$ cat config.mk
export PLATFORM = sky130hd
export DESIGN_NAME = display_mux_7seg
export DESIGN_NICKNAME = d
export VERILOG_FILES = /design/src/rtl/display_mux_7seg.sv
export SDC_FILE = /design/constraint.sdc
export NUM_CORES = 1
export LEC_CHECK = 0
export CAP_MARGIN = 20
export CELL_PAD_IN_SITES_DETAIL_PLACEMENT = 1
export CELL_PAD_IN_SITES_GLOBAL_PLACEMENT = 1
export CORE_MARGIN = 2
export CORE_UTILIZATION = 48
export DETAILED_ROUTE_END_ITERATION = 8
export PLACE_DENSITY_LB_ADDON = 0.1
export REMOVE_ABC_BUFFERS = 1
export SYNTH_ARGS = -nofsm -noshare
export SYNTH_HDL_FRONTEND = slang
export SYNTH_SLANG_ARGS = --single-unit
$ cat constraint.sdc
create_clock -name clk -period 7.25 [get_ports clk]
set_input_delay 1.0875 -clock clk [delete_from_list [all_inputs] [get_ports clk]]
set_output_delay 1.0875 -clock clk [all_outputs]
set_load 0.02 [all_outputs]
$ cat src/rtl/display_mux_7seg.sv
// Four-digit multiplexed seven-segment driver with per-frame input snapshot,
// error override, alarm blink and leading-zero blanking. Outputs are active-low.
module display_mux_7seg #(
    parameter int unsigned REFRESH_DIV  = 50000,
    parameter int unsigned BLINK_FRAMES = 125
) (
    input  logic       clk,
    input  logic       reset,
    input  logic [3:0] min_dez,
    input  logic [3:0] min_uni,
    input  logic [3:0] seg_dez,
    input  logic [3:0] seg_uni,
    input  logic       erro,
    input  logic       alarme,
    input  logic       blank_lz,
    output logic       a,
    output logic       b,
    output logic       c,
    output logic       d,
    output logic       e,
    output logic       f,
    output logic       g,
    output logic       dp,
    output logic       d1,
    output logic       d2,
    output logic       d3,
    output logic       d4
);

    localparam int unsigned DivW   = $clog2(REFRESH_DIV);
    localparam int unsigned BlinkW = (BLINK_FRAMES > 1) ? $clog2(BLINK_FRAMES) : 1;
    localparam logic [DivW-1:0]   DivMax   = DivW'(REFRESH_DIV - 1);
    localparam logic [BlinkW-1:0] BlinkMax = BlinkW'(BLINK_FRAMES - 1);

    // Lit-segment masks, bit order {a,b,c,d,e,f,g}
    localparam logic [6:0] MaskE    = 7'b1001111;
    localparam logic [6:0] MaskR    = 7'b0000101;
    localparam logic [6:0] MaskDash = 7'b0000001;

    function automatic logic [6:0] bcd_mask(input logic [3:0] v);
        logic [6:0] m;
        case (v)
            4'd0:    m = 7'b1111110;
            4'd1:    m = 7'b0110000;
            4'd2:    m = 7'b1101101;
            4'd3:    m = 7'b1111001;
            4'd4:    m = 7'b0110011;
            4'd5:    m = 7'b1011011;
            4'd6:    m = 7'b1011111;
            4'd7:    m = 7'b1110000;
            4'd8:    m = 7'b1111111;
            4'd9:    m = 7'b1111011;
            default: m = MaskDash;
        endcase
        return m;
    endfunction

    logic [DivW-1:0]   div_cnt_q, div_cnt_d;
    logic [1:0]        slot_q, slot_d;
    logic [15:0]       digits_q, digits_d;
    logic              erro_q, erro_d;
    logic              alarme_q, alarme_d;
    logic              blank_q, blank_d;
    logic              blink_on_q, blink_on_d;
    logic [BlinkW-1:0] blink_cnt_q, blink_cnt_d;
    logic [6:0]        seg_q, seg_d;
    logic              dp_q, dp_d;
    logic [3:0]        en_q, en_d;
    logic              pend_q, pend_d;
    logic              dark_q, dark_d;

    logic       tick;
    logic       frame_start;
    logic       dark;
    logic [3:0] cur_digit;
    logic [6:0] mask;

    always_comb begin
        tick        = (div_cnt_q == DivMax);
        frame_start = tick && (slot_q == 2'd3);
        div_cnt_d   = tick ? '0 : div_cnt_q + 1'b1;
        slot_d      = tick ? slot_q + 2'd1 : slot_q;

        digits_d    = digits_q;
        erro_d      = erro_q;
        alarme_d    = alarme_q;
        blank_d     = blank_q;
        blink_on_d  = blink_on_q;
        blink_cnt_d = blink_cnt_q;
        if (frame_start) begin
            digits_d = {min_dez, min_uni, seg_dez, seg_uni};
            erro_d   = erro;
            alarme_d = alarme;
            blank_d  = blank_lz;
            if (alarme) begin
                if (blink_cnt_q == BlinkMax) begin
                    blink_cnt_d = '0;
                    blink_on_d  = ~blink_on_q;
                end else begin
                    blink_cnt_d = blink_cnt_q + 1'b1;
                end
            end else begin
                blink_cnt_d = '0;
                blink_on_d  = 1'b1;
            end
        end

        // Glyph is built from next-state values so a frame's first slot already
        // reflects the snapshot taken on the same edge.
        case (slot_d)
            2'd0:    cur_digit = digits_d[15:12];
            2'd1:    cur_digit = digits_d[11:8];
            2'd2:    cur_digit = digits_d[7:4];
            default: cur_digit = digits_d[3:0];
        endcase

        dark = !blink_on_d
            || (erro_d && slot_d == 2'd3)
            || (!erro_d && slot_d == 2'd0 && blank_d && digits_d[15:12] == 4'd0);

        if (erro_d) begin
            mask = (slot_d == 2'd0) ? MaskE : MaskR;
        end else begin
            mask = bcd_mask(cur_digit);
        end

        seg_d  = seg_q;
        dp_d   = dp_q;
        en_d   = en_q;
        pend_d = 1'b0;
        dark_d = dark_q;
        if (tick) begin
            seg_d  = dark ? 7'h7F : ~mask;
            dp_d   = ~(slot_d == 2'd1 && !erro_d && blink_on_d);
            en_d   = 4'hF;
            pend_d = 1'b1;
            dark_d = dark;
        end else if (pend_q && !dark_q) begin
            // One all-off cycle after each slot change suppresses ghosting
            en_d = ~(4'b1000 >> slot_q);
        end
    end

    always_ff @(posedge clk or posedge reset) begin
        if (reset) begin
            div_cnt_q   <= '0;
            slot_q      <= 2'd3;
            digits_q    <= '0;
            erro_q      <= 1'b0;
            alarme_q    <= 1'b0;
            blank_q     <= 1'b0;
            blink_on_q  <= 1'b1;
            blink_cnt_q <= '0;
            seg_q       <= 7'h7F;
            dp_q        <= 1'b1;
            en_q        <= 4'hF;
            pend_q      <= 1'b0;
            dark_q      <= 1'b1;
        end else begin
            div_cnt_q   <= div_cnt_d;
            slot_q      <= slot_d;
            digits_q    <= digits_d;
            erro_q      <= erro_d;
            alarme_q    <= alarme_d;
            blank_q     <= blank_d;
            blink_on_q  <= blink_on_d;
            blink_cnt_q <= blink_cnt_d;
            seg_q       <= seg_d;
            dp_q        <= dp_d;
            en_q        <= en_d;
            pend_q      <= pend_d;
            dark_q      <= dark_d;
        end
    end

    assign {a, b, c, d, e, f, g} = seg_q;
    assign dp                    = dp_q;
    assign {d1, d2, d3, d4}      = en_q;

endmodule

==> results by group <==
Synthesis
  • Synth Area in Simple Gates: around 17%
  • Syn avg cell area: approximately 11 µm²
  • Xor and xnor area share after synthesis: 3.81%
  • Post-synth top area cell: dfrtp_1
  • Largest family of logic cells by synthesized area: simple AND/OR/NAND/NOR gates
  • Synth top area cells: dfrtp_1 (33%), dfstp_2 (13%), ha_1 (5.1%)
  • FFs w/ async S/R, synth: 100%
  • Cell area after synthesis: around 3200 µm²
  • Synth cell types: 64
  • Yosys reg bits: between 50 and 60
  • Adder-cell share of the synthesized area: under 10%
  • Post-synthesis mux area share: 9.25%
  • Top cell type's share of synthesized area: 32.6%
  • Compound-Gate Fraction of Synth Area: 14.5%
  • Number of synthesized flops with an enable pin: 0
  • Sequential share of the synthesized area: between 40% and 50%
  • Synthesis Warnings: 0
  • Ys flop type: dfrtp_1
  • Mapped Cells: roughly 310

Timing
  • Final Skew: approximately 0.011 ns
  • Slew headroom: around half
  • Slew Limit Fails: 0
  • Final setup fails: 0
  • Setup TNS Final: 0 ns
  • Fmax: 257 MHz
  • Tmin final: 3.89 ns
  • Hold Violations, Final: 0
  • Slew @ Worst Pin: between 0.7 and 0.8 ns
  • RSZ-0062 raised after global routing: no
  • Tcrit/Tclk final: approximately 54%

Critical path
  • Setup CP Type: reg2reg
  • CP max stage cell: dfstp_2
  • Maximum fanout along the worst path: 25
  • Worst path arrival time: roughly 4.2 ns
  • Worst setup EP type: flip-flop
  • Required time of the critical path: roughly 7.5 ns
  • Worst-path cell chain: ha_1 -> and4_1 -> nand4_4 -> mux2i_1 -> o22ai_1 -> o22ai_2 -> inv_1 -> ha_1 -> mux2i_1 -> nor2_1 -> o22a_1
  • CP peak stage delay: roughly 0.75 ns
  • FF-to-FF path depth: 11
  • Crit start category: flip-flop

Global routing
  • Met1 usage: 28.0%
  • Initial antenna violation count: 0
  • Total congestion overflow: 0
  • GRT Total Usage: a little under a quarter
  • Largest net degree at the start of global routing: 59
  • Global route hottest layer: met2
  • Vias in the first global route: between 2000 and 3000
  • Grt met2 use: around 39%
  • Met3 Resource Use GR: under 10%
  • First-pass GRT wire length: roughly 13000 µm

Clocking
  • CTS Hold Buffers Added: 0
  • Postcts setup bufs: 0
  • CTS Sinks: between 50 and 60
  • Clk root buf: clkbuf_8
  • CTS Buffer Depth: 2
  • CTS Buf Count: 9
  • Later-pin clock latency in the skew report: between 0.3 and 0.4 ns
  • Post-CTS Resized: 0
  • CTS tree: yes
  • H-tree depth: 3
  • Worst-path clk slew: ~0.070 ns

Cells and area
  • Most frequent cells in the layout: dfrtp_1 (42), clkdlybuf4s50_1 (32), nor2_1 (30), nand2_1 (26), inv_1 (19)
  • N_diodes: 0
  • Most common cell after layout, fill and taps aside: dfrtp_1
  • Area Growth Syn to Fin: 17.1%
  • Final core utilization: 58.7%
  • Share of cells above drive strength 1: between 15 and 20%
  • NumNets Final: 375

Routing
  • DRT antenna net count: 0
  • Vias per cell: ~5.7
  • Via count: around 2400
  • DRC viols: 0
  • TritonRoute pass-1 iters: 4
  • Routed length per instance: approximately 18 µm
  • Number of DRC markers in iteration 0: around 90
  • Post-Route WL: 7460 µm

Pwr
  • Power Dens Cells: between 150 and 200 nW/µm²
  • Pleak: ~0.0017 µW
  • Peak VDD IR: about 0.00010 V

Place
  • DP HPWL: approximately 5200 µm
  • GP Congestion: 0.805
  • I/O Buffers: 32

Min path
  • Worst hold path class: reg2reg
  • Hold path depth: 1

Die
  • Top Ports: 33
  • Die ar.: around 7400 µm²
  • Die X: ~86 µm
  • Die Y: 85.9 µm
  • Core box area: about 6400 µm²
  • Initial core utilization: between 50% and 60%
  • FP Rows: 29

Job
  • Maxcap violations: 0

Outcome
  • Status: finished, final reports clean
-- cell usage after synthesis (2+ instances only) --
library cell,count
and3_1,2
nand2b_1,3
a21o_1,2
nand4_4,2
and4bb_2,2
buf_1,2
xnor2_1,6
dfrtp_1,42
mux2_2,7
or2_2,3
mux2i_4,2
clkbuf_1,3
a21oi_1,8
o21ai_0,13
o22ai_2,2
mux2i_1,16
dfstp_2,16
ha_1,13
o21ai_1,2
o31ai_1,3
nor3_1,5
nor2_1,30
nand2_1,26
o22ai_1,2
nor2b_1,6
nand3_1,13
a31oi_1,2
nand4_1,2
o211ai_1,5
buf_6,2
xor2_1,8
o22a_1,5
inv_1,20
-- critical path, delay by kind of cell, from the launching register on --
kind,cells,cell delay [ns]
DFF,1,0.75
and+or+nand+nor,3,0.83
muxes,2,0.52
adders and majority gates,2,0.94
buffers and inverters,1,0.15
AOI/OAI and AO/OA,3,0.62
-- stage by stage --
stage / setup slack (ns) / hold slack (ns) / total power, µW / area [µm²] / cells
after floorplan: 4.01 / 0.425 / 359 / 3160 / 297
after global placement: 3.53 / 0.441 / 379 / 3590 / 407
after detailed placement: 3.39 / 0.445 / 380 / 3590 / 407
after CTS: 3.38 / 0.454 / 662 / 3770 / 423
after global routing: 3.05 / 0.486 / 678 / 3770 / 423
final: 3.36 / 0.457 / 653 / 3770 / 423
-- metal layers --
layer	vias up	share of wire, %
met5	-	0
met4	0	1.4
met3	8	2.9
met2	32	50
met1	1222	45
li1	1145	-
-- registers in the layout, indices dropped and copies added, names as in the netlist --
register	count
blink_cnt_q	7
blank_q	1
slot_q	2
pend_q	1
blink_on_q	1
dp	1
div_cnt_q	16
digits_q	16
erro_q	1
seg_q	7
en_q	4
dark_q	1
-- cells by family (layout without fill, tap and decap cells) --
kind of cell	Yosys count	count (layout)
simple gates	103	103
compound gates	60	60
flops	58	58
buf+inv	32	72
mux	26	26
xor+xnor	14	14
fa+ha+maj	13	13
-- final timing paths --
path	slack [ns]	start	endpoint
max reg2reg	3.36	slot_q[0]$_DFF_PP1_	seg_q[3]$_DFFE_PP1N_
max	3.36	slot_q[0]$_DFF_PP1_	seg_q[3]$_DFFE_PP1N_
max in group asynchronous	5.48	reset	digits_q[8]$_DFF_PP0_
min in group asynchronous	1.28	reset	blink_cnt_q[4]$_DFFE_PP0N_
min	0.46	div_cnt_q[0]$_DFF_PP0_	div_cnt_q[0]$_DFF_PP0_
min reg2reg	0.46	div_cnt_q[0]$_DFF_PP0_	div_cnt_q[0]$_DFF_PP0_
-- final cells by class --
| type | count | area [µm²] |
|---|---|---|
| repair buffers | 33 | 328 |
| fillers | 729 | 2650 |
| multi-input cells | 216 | 1610 |
| clock inverters | 2 | 10.0 |
| inverters | 23 | 87.6 |
| clock buffers | 14 | 173 |
| well taps | 77 | 96.3 |
| flip-flops and latches | 58 | 1470 |
-- report_power, final --
part	internal (µW)	leakage [µW]	switching [µW]	total, µW
Combinational	19.2	0.000941	22.7	41.9
Clock	151	0.0000965	128	279
Sequential	329	0.000676	2.59	332
No activity file was read; power rests on OpenSTA's default activity.
